File: src/rtl/dump_pkg.sv
// Purpose: shared constants and FSM state type for the post-halt result dumper.
// Latency: n/a (declarations only).
// Backpressure: n/a (declarations only).
package dump_pkg;

    // Frame marker sent ahead of the data bytes; it is not part of the checksum.
    localparam logic [7:0] DUMP_HEADER = 8'hA5;

    // 100 MHz core clock / 115200 baud.
    localparam int CLKS_PER_BIT_DEFAULT = 868;

    typedef enum logic [3:0] {
        IDLE,
        HDR,
        MEM_RD,
        MEM_HI,
        MEM_LO,
        REG_HI,
        REG_LO,
        CSUM,
        DRAIN
    } state_t;

endpackage

File: src/rtl/uart_tx.sv
// Purpose: UART 8N1 byte serializer (start bit, D0..D7 LSB first, stop bit).
// Latency: the start bit appears on tx the cycle after valid & ready.
// Backpressure: ready is high only while idle and drops the cycle after a byte is taken.
// Ports: CLK/rst (sync, active-high), data/valid/ready byte handshake, tx serial line (idle high).
module uart_tx #(
    parameter int CLKS_PER_BIT = 868
) (
    input  logic       CLK,
    input  logic       rst,
    input  logic [7:0] data,
    input  logic       valid,
    output logic       ready,
    output logic       tx
);

    localparam int BW = $clog2(CLKS_PER_BIT);
    localparam logic [BW-1:0] BAUD_LAST = BW'(CLKS_PER_BIT - 1);

    logic          active;
    logic [3:0]    bit_cnt;    // 0 = start bit, 1..8 = data, 9 = stop bit
    logic [BW-1:0] baud_cnt;
    logic [8:0]    shreg;      // remaining data bits with the stop bit parked on top

    assign ready = ~active;

    always_ff @(posedge CLK) begin
        if (rst) begin
            active   <= 1'b0;
            bit_cnt  <= 4'd0;
            baud_cnt <= '0;
            shreg    <= '1;
            tx       <= 1'b1;
        end else if (!active) begin
            if (valid) begin
                active   <= 1'b1;
                tx       <= 1'b0;
                shreg    <= {1'b1, data};
                bit_cnt  <= 4'd0;
                baud_cnt <= '0;
            end
        end else if (baud_cnt == BAUD_LAST) begin
            baud_cnt <= '0;
            if (bit_cnt == 4'd9) begin
                // Stop bit complete; tx is already high and stays there.
                active <= 1'b0;
            end else begin
                bit_cnt <= bit_cnt + 4'd1;
                tx      <= shreg[0];
                shreg   <= {1'b1, shreg[8:1]};
            end
        end else begin
            baud_cnt <= baud_cnt + BW'(1);
        end
    end

endmodule

File: src/rtl/result_dumper.sv
// Purpose: on a halt rising edge, stream header, all memory words, all registers and an XOR checksum over UART.
// Latency: busy rises the cycle after the halt edge; the header start bit follows one cycle later.
// Backpressure: the FSM advances only when the serializer accepts a byte; halt edges while busy are ignored.
// Ports: CLK/rst (sync, active-high), halt trigger, mem_addr/mem_rdata (1-cycle registered read),
//        reg_addr/reg_rdata (combinational read), tx UART line, busy level, done one-cycle pulse.
module result_dumper
    import dump_pkg::*;
#(
    parameter int MEM_WORDS    = 16,
    parameter int REG_WORDS    = 8,
    parameter int CLKS_PER_BIT = CLKS_PER_BIT_DEFAULT
) (
    input  logic        CLK,
    input  logic        rst,
    input  logic        halt,
    output logic [15:0] mem_addr,
    input  logic [15:0] mem_rdata,
    output logic [2:0]  reg_addr,
    input  logic [15:0] reg_rdata,
    output logic        tx,
    output logic        busy,
    output logic        done
);

    localparam logic [15:0] MEM_LAST = 16'(MEM_WORDS - 1);
    localparam logic [2:0]  REG_LAST = 3'(REG_WORDS - 1);

    state_t      state_q, state_d;
    logic        halt_q;
    logic [15:0] addr_q;
    logic [2:0]  ridx_q;
    logic [15:0] word_q;
    logic [7:0]  csum_q;
    logic        rd_wait_q;   // second cycle of MEM_RD: mem_rdata now reflects addr_q
    logic        done_q;
    logic        done_d;

    logic        tx_valid;
    logic        tx_ready;
    logic [7:0]  tx_data;
    logic        accept;

    assign accept   = tx_valid & tx_ready;
    assign mem_addr = addr_q;
    assign reg_addr = ridx_q;
    assign busy     = (state_q != IDLE);
    assign done     = done_q;

    always_comb begin
        state_d  = state_q;
        tx_valid = 1'b0;
        tx_data  = 8'h00;
        done_d   = 1'b0;
        case (state_q)
            IDLE: begin
                if (halt & ~halt_q) state_d = HDR;
            end
            HDR: begin
                tx_valid = 1'b1;
                tx_data  = DUMP_HEADER;
                if (tx_ready) state_d = MEM_RD;
            end
            MEM_RD: begin
                if (rd_wait_q) state_d = MEM_HI;
            end
            MEM_HI: begin
                tx_valid = 1'b1;
                tx_data  = word_q[15:8];
                if (tx_ready) state_d = MEM_LO;
            end
            MEM_LO: begin
                tx_valid = 1'b1;
                tx_data  = word_q[7:0];
                if (tx_ready) state_d = (addr_q == MEM_LAST) ? REG_HI : MEM_RD;
            end
            REG_HI: begin
                // Register file reads combinationally, so the high byte goes out directly.
                tx_valid = 1'b1;
                tx_data  = reg_rdata[15:8];
                if (tx_ready) state_d = REG_LO;
            end
            REG_LO: begin
                tx_valid = 1'b1;
                tx_data  = word_q[7:0];
                if (tx_ready) state_d = (ridx_q == REG_LAST) ? CSUM : REG_HI;
            end
            CSUM: begin
                tx_valid = 1'b1;
                tx_data  = csum_q;
                if (tx_ready) state_d = DRAIN;
            end
            DRAIN: begin
                // ready returns only once the checksum's stop bit has finished.
                if (tx_ready) begin
                    state_d = IDLE;
                    done_d  = 1'b1;
                end
            end
            default: state_d = IDLE;
        endcase
    end

    always_ff @(posedge CLK) begin
        if (rst) begin
            state_q <= IDLE;
            halt_q  <= 1'b0;
            done_q  <= 1'b0;
        end else begin
            state_q <= state_d;
            halt_q  <= halt;
            done_q  <= done_d;
        end
    end

    always_ff @(posedge CLK) begin
        if (rst) begin
            addr_q    <= 16'd0;
            ridx_q    <= 3'd0;
            word_q    <= 16'd0;
            csum_q    <= 8'd0;
            rd_wait_q <= 1'b0;
        end else begin
            case (state_q)
                IDLE: begin
                    if (halt & ~halt_q) begin
                        addr_q    <= 16'd0;
                        ridx_q    <= 3'd0;
                        csum_q    <= 8'd0;
                        rd_wait_q <= 1'b0;
                    end
                end
                MEM_RD: begin
                    rd_wait_q <= ~rd_wait_q;
                    if (rd_wait_q) word_q <= mem_rdata;
                end
                MEM_HI: begin
                    if (accept) csum_q <= csum_q ^ tx_data;
                end
                MEM_LO: begin
                    if (accept) begin
                        csum_q <= csum_q ^ tx_data;
                        // Compare before increment so the address never passes the last word.
                        if (addr_q != MEM_LAST) addr_q <= addr_q + 16'd1;
                    end
                end
                REG_HI: begin
                    if (accept) begin
                        csum_q <= csum_q ^ tx_data;
                        word_q <= reg_rdata;
                    end
                end
                REG_LO: begin
                    if (accept) begin
                        csum_q <= csum_q ^ tx_data;
                        if (ridx_q != REG_LAST) ridx_q <= ridx_q + 3'd1;
                    end
                end
                default: ;
            endcase
        end
    end

    uart_tx #(
        .CLKS_PER_BIT(CLKS_PER_BIT)
    ) u_uart_tx (
        .CLK  (CLK),
        .rst  (rst),
        .data (tx_data),
        .valid(tx_valid),
        .ready(tx_ready),
        .tx   (tx)
    );

endmodule

File: config.mk
export PLATFORM = sky130hd
export DESIGN_NAME = result_dumper
export DESIGN_NICKNAME = d
export VERILOG_FILES = /design/src/rtl/dump_pkg.sv /design/src/rtl/uart_tx.sv /design/src/rtl/result_dumper.sv
export SDC_FILE = /design/constraint.sdc
export NUM_CORES = 1
export LEC_CHECK = 0
export BUFFER_PORTS_ARGS = -buffer_cell sky130_fd_sc_hd__buf_2
export CORE_AREA = 2 2 86 88
export CTS_BUF_LIST = sky130_fd_sc_hd__clkbuf_2
export DETAILED_ROUTE_END_ITERATION = 8
export DIE_AREA = 0 0 88 90
export PLACE_DENSITY = 0.79
export SETUP_SLACK_MARGIN = 0.1
export SKIP_CTS_REPAIR_TIMING = 1
export SLEW_MARGIN = 20
export SYNTH_ARGS = -nofsm -noshare
export SYNTH_HDL_FRONTEND = slang
export SYNTH_HIERARCHICAL = 1
export SYNTH_SLANG_ARGS = --single-unit
File: constraint.sdc
create_clock -name CLK -period 2.45 [get_ports CLK]
set_input_delay 0.245 -clock CLK [delete_from_list [all_inputs] [get_ports CLK]]
set_output_delay 0.245 -clock CLK [all_outputs]
set_load 0.05 [all_outputs]
======== Yosys cells after proc, flatten, opt, wreduce, memory -nomap -nowiden ========
Index checks and enable logic that the tools add are counted.
cells by class
  add/subtract/negate cells ............... 4
  equal/unequal tests ..................... 31
  mux-type cells .......................... 50
  bitwise operators ....................... 7
  reduce and logical (&&, ||, !) cells .... 19
operators with widths
  cell                                                                      number
  16-bit two-way mux                                                        5
  16-bit one-hot mux with 2 select lines                                    2
  4-bit two-way mux                                                         13
  8-bit one-hot mux with 5 select lines                                     1
  9-bit two-way mux                                                         4
  4-bit one-hot mux with 9 select lines                                     1
  2-bit inequality test, second input constant                              16
  10-bit two-way mux                                                        3
  16-bit by 1-bit adder with 16-bit output, second input constant           1
  16-bit by 4-bit equality test with 1-bit output, second input constant    1
  4-bit by 3-bit equality test with 1-bit output, second input constant     4
  8-bit two-way mux                                                         2
  16-bit by 4-bit inequality test with 1-bit output, second input constant  1
  8-bit one-hot mux with 2 select lines                                     1
  3-bit two-way mux                                                         4
  2-bit nonzero test                                                        6
  1-bit two-way mux                                                         11
  10-bit by 1-bit adder with 10-bit output, second input constant           1
  10-bit equality test, second input constant                               1
  3-bit AND reduction                                                       3
  9-bit AND reduction                                                       1
  4-bit by 2-bit equality test with 1-bit output, second input constant     2
  4-bit equality test, second input constant                                2
  4-bit AND reduction                                                       2
  18 further kinds                                                          23
word-level totals
  register bits after elaboration ......... 75
  bits of input ports ..................... 35
  output and inout port bits .............. 22
  logic and storage cells ................. 124

======== Depth between registers and ports, before layout ========
  depth in word-level cells ............... 6
  gate-level depth with buffers ........... 8
  gate-level depth less buffers ........... 7

======== By module ========
The synthesis kept the hierarchy.
modules (own cells, without submodules)
  module         instances  cells an instance  area each (µm²)  sequential area each (µm²)
  result_dumper  1          336                2810.2           1001.0
  uart_tx        1          136                1191.1           480.5

======== Worst setup path after synthesis ========
OpenSTA, ideal clock, no wires.
  path type ............................... register -> register
  start point ............................. register addr_q[0], in the netlist mem_addr[0]
  end point ............................... register addr_q[1], in the netlist mem_addr[1]
  setup time .............................. 0.117 ns
  arrival time ............................ 2.095 ns
  data required time ...................... 2.333 ns
  slack ................................... 0.238 ns
  stages on the path, launching flop included .. 7
  path buffers ............................ 0
  clock period less this slack ............ 2.212 ns
  path through ............................ dfxtp_1 > ha_1 > nor4bb_1 > nand4_1 > o21ai_1 > mux2i_1 > nor2_1
between the ends
  word-level cells in the longest chain between the ends .. 4
  elaborated cells between the ends (all ways) .. 7
  those cells by class .................... add/sub: 1; eq/ne: 2; mux: 3; reduce/logical: 1
RTL lines
  element                                   RTL line              text
  start, declared                           result_dumper.sv:30   logic [15:0] addr_q;
  start signal, assigned                    result_dumper.sv:143  if (addr_q != MEM_LAST) addr_q <= addr_q + 16'd1;
  16-bit by 1-bit adder with 16-bit output  result_dumper.sv:143
  16-bit two-way mux                        result_dumper.sv:143
  16-bit two-way mux                        result_dumper.sv:140  if (accept) begin
  16-bit one-hot mux with 2 select lines    result_dumper.sv:123  case (state_q)
Parallel ways exist; a longest one is shown, timed or not. The select of a mux whose other input is x is not followed.
A chain may end at the register's enable or synchronous reset.

======== Worst setup path in the final report ========
  start point ............................. register state_q[2]
  end point ............................... register addr_q[6], in the netlist mem_addr[6]
between the ends
  word-level cells in the longest chain between the ends .. 6
  elaborated cells between the ends (all ways) .. 16
  those cells by class .................... eq/ne: 9; mux: 2; bitwise: 1; reduce/logical: 4
RTL lines
  element                                                                       RTL line              text
  start, declared                                                               result_dumper.sv:28   state_t state_q, state_d;
  start signal, assigned                                                        result_dumper.sv:109  state_q <= state_d;
  4-bit by 3-bit equality test with 1-bit output, or another cell as far along  result_dumper.sv:54   case (state_q)
  6-bit OR reduction (no line)                                                  --
  1-bit two-way mux                                                             result_dumper.sv:54
  1-bit AND                                                                     result_dumper.sv:43   assign accept = tx_valid & tx_ready;
  2-bit inequality test (no line)                                               --
  4-bit AND reduction (no line)                                                 --
Parallel ways exist; a longest one is shown, timed or not.

==> summary.md <==
| Metric | Value |
|---|---|
| Result of the run | `finished clean` |
| Detail-routed via count per cell | `5.81` |
| Number of standard-cell rows in the floorplan | `31` |
| Number of sinks on the clock net | `74` |
| Clock latency on the worst-skew pair | `0.53 ns` |
| Boundary pin count | `57` |
| Achievable Freq | `465 MHz` |
| Remaining antenna violation count | `0` |
| Sw frac | `33.7%` |
| Effective utilization at floorplan | `57.0%` |
| Gate count after technology mapping | `472` |
| Synthesis-to-layout area growth | `15.8%` |
| Crit path time final | `2.15 ns` |
| Critical path endpoint category | `flop` |
| Reg power frac | `41.2%` |
| Final instance area | `0.00463 sq mm` |
| Static power due to leakage | `1.77 nW` |
| Synth Net Count | `513` |
| Number of input and output port buffers inserted | `56` |
| Share of flip-flops with an asynchronous set or reset after synthesis | `0%` |
| Final period util | `87.9%` |
| Largest voltage drop on the vdd net | `0.000323 V` |
| Fillers | `608` |
| Number of setup violations in the final report | `0` |
| Layout net count | `568` |
| Dominant synthesized flop cell | `dfxtp_1` |
| Netlist cell types | `67` |
| Max Slew Vio Count | `0` |
| Clk pwr share | `29.9%` |
| Most frequent standard cell in the layout excluding fill and tap cells | `dfxtp_1` |
| Sequential area share after synthesis | `37.0%` |
| Die X-Extent | `88 microns` |
| Post-route worst setup slack | `0.298 ns` |
| Deepest level of the CTS H-tree | `3` |
| Final GP Congestion | `0.833` |
| Most frequent cells in the layout | `74 x dfxtp_1, 56 x buf_2, 44 x nor2_1, 34 x mux2i_1, 32 x a21oi_1` |
| Combinational group share of total power | `28.9%` |
| Antenna diode count | `0` |
| Accumulated negative setup slack | `0 ns` |
| Clock tree root buffer cell | `clkbuf_2` |
| Global-route wire length before repair | `15200 microns` |
| Maximum number of pins on one net before global-route repair | `34` |
| Type of the worst setup path | `reg2reg` |
| 1st-pass router iterations | `5` |
| Worst relative slew slack | `65.2%` |
| Synthesized area | `0.00400 sq mm` |
| Count of yosys warnings during synthesis | `6` |
| Arrival time of the worst setup path | `2.64 ns` |
| Average routed wire per standard cell | `14.3 microns` |
| Remaining Overflow, GRT | `0` |
| Most area-consuming cells after synthesis | `dfxtp_1 37%, mux2i_1 8.5%, nor2_1 4.2%` |
| Area of the core | `0.00702 sq mm` |
| Class of the worst hold path | `in2reg` |
| Number of enable flip-flop cells after synthesis | `0` |
| Final Skew | `0.0144 ns` |
| Net Sw Power | `1.13 mW` |
| Fraction of layout instances using a drive strength above 1 | `19.9%` |
| HPWL after detailed placement | `6250 microns` |
| DRC errors left | `0` |
| Max-cap viol count | `0` |
| Cell-internal power | `2.23 mW` |
| Total power | `3.37 mW` |
| Maximum fanout along the worst path | `28` |
| Critical Path Start Type | `flop` |
| Fraction of synthesized cell area taken by the top area cell type | `37.0%` |
| Cell area after placement | `0.00438 sq mm` |
| Vias in the first global route | `3388` |
| Overall via count from detail_route | `3663` |
| GRT Overall Usage | `23.4%` |
| Transition time at the pin with the least slew margin | `0.521 ns` |
| Vertical die dimension | `90 microns` |
| TritonCTS clock tree | `built` |
| Initial antenna violation count | `0` |
| Maximum count of clock buffers along a single path | `2` |
| Data required time of the critical path | `2.94 ns` |
| Power density cells | `726 mW/mm^2` |
| CTS buffer count | `9` |
| Hold Fails Final Rpt | `0` |
| Post-Syn Area per Cell | `8.48 sq um` |
| Worst setup timing slack at the placement stage | `0.332 ns` |
| Total die area | `0.00792 sq mm` |
| Clk pin slew, worst setup/hold paths | `0.21 ns` |
| Biggest area consumer among synthesized cells | `dfxtp_1` |
| Total of flip-flops plus latches after synthesis | `74` |
| Final Routed Wirelength | `9050 microns` |
| DRC marker count from the first detailed-route iteration | `130` |
| RSZ-0062 raised after global routing | `false` |
-- power by group through the flow --
stage | sequential [mW] | combinational [mW] | clock [mW]
after CTS | 1.39 | 0.953 | 1.01
after global routing | 1.40 | 1.08 | 1.06
after global placement | 1.40 | 0.925 | 0
after detailed placement | 1.41 | 0.948 | 0
after floorplan | 1.41 | 0.702 | 0
final | 1.39 | 0.974 | 1.01
-- logic make-up (layout without fill, tap and decap cells) --
group | Yosys count | count (layout) | synth area share, %
AO/OA/AOI/OAI | 137 | 137 | 23.5
XOR/XNOR | 4 | 4 | 0.876
adder cells (fa/ha/maj) | 6 | 6 | 1.88
buffers and inverters | 50 | 110 | 5.22
flip-flops | 74 | 74 | 37.0
multiplexers | 34 | 34 | 8.51
AND/OR/NAND/NOR | 167 | 167 | 23.0
-- critical path, cell delays in order (launching register included) --
cell and delay (ns):
dfxtp_1 0.39, buf_4 0.27, nand2_1 0.17, a2111oi_4 0.36, buf_4 0.20, o2111ai_2 0.20
or4_1 0.46, nand2_1 0.08
-- cell usage after synthesis, types with 2 or more instances --
library cell and instances:
nor3_1 13, a22oi_1 5, nor4b_1 2, a31o_2 4, nor2_1 45, a31oi_1 7
a21oi_1 32, o21ba_2 2, buf_1 2, a211oi_1 17, or3_1 16, nand2_1 20
buf_2 8, o211ai_1 6, nand4bb_1 2, and2_1 6, nor4_1 2, o22ai_1 5
a21boi_0 2, nor4bb_1 2, o22a_1 4, nor2b_1 14, nand4_1 8, clkbuf_1 21
and3_1 3, a21o_1 2, xnor2_1 2, inv_1 17, nand2b_1 2, nand3_1 11
xor2_1 2, o2bb2ai_1 4, or4_1 4, o21ai_0 24, o21ai_1 2, a211o_1 6
ha_1 6, nand3b_1 6, mux2i_1 34, nand4b_1 2, dfxtp_1 74
-- per-layer routing --
layer  vias to the layer above  global-route usage (%)  wire, microns
met3                         8                    3.95            352
met4                         0                    8.33             89
met5                         -                       0              0
li1                       1866                       -              -
met2                        87                    39.6           4400
met1                      1702                    29.3           4220
-- registers in the layout (all words and copies together), names as in the netlist --
name and count:
mem_addr 16, word_q 16, u_uart_tx/baud_cnt 10, csum_q 8, u_uart_tx/shreg 8, state_q 4, u_uart_tx/bit_cnt 4, reg_addr 3
done 1, halt_q 1, rd_wait_q 1, u_uart_tx/active 1, u_uart_tx/tx 1
-- final timing paths --
| kind | from | endpoint | slack, ns | depth (start not counted) |
|---|---|---|---|---|
| setup / recovery | state_q[2]$_SDFFE_PP0P_ | mem_addr[6]$_SDFFE_PP0P_ | 0.30 | 7 |
| hold / removal | mem_rdata[14] | word_q[14]$_SDFFE_PP0P_ | 0.03 | 3 |
| setup reg to reg | state_q[2]$_SDFFE_PP0P_ | mem_addr[6]$_SDFFE_PP0P_ | 0.30 | 7 |
| hold reg to reg | u_uart_tx/tx$_SDFFE_PP1P_ | u_uart_tx/tx$_SDFFE_PP1P_ | 0.49 | 1 |
-- final cells by class --
class	count	area (sq um)	area share (%)
clock buffers	9	45.0	0.972
clock inverters	7	141	3.05
inverters	17	63.8	1.38
multi-input cells	348	2330	50.3
flip-flops and latches	74	1480	32.0
well taps	99	124	2.67
repair buffers	77	445	9.61
-- metrics by stage --
stage / hold slack, ns / cells / util, %
final: 0.0260 / 631 / 66.0
after CTS: -0.0522 / 625 / 65.0
after floorplan: 0.373 / 472 / -
after detailed placement: 0.454 / 609 / 62.3
after global routing: 0.00750 / 631 / 66.0
after global placement: 0.442 / 609 / 62.3
Note: power is estimated with default switching activity, not from simulation.
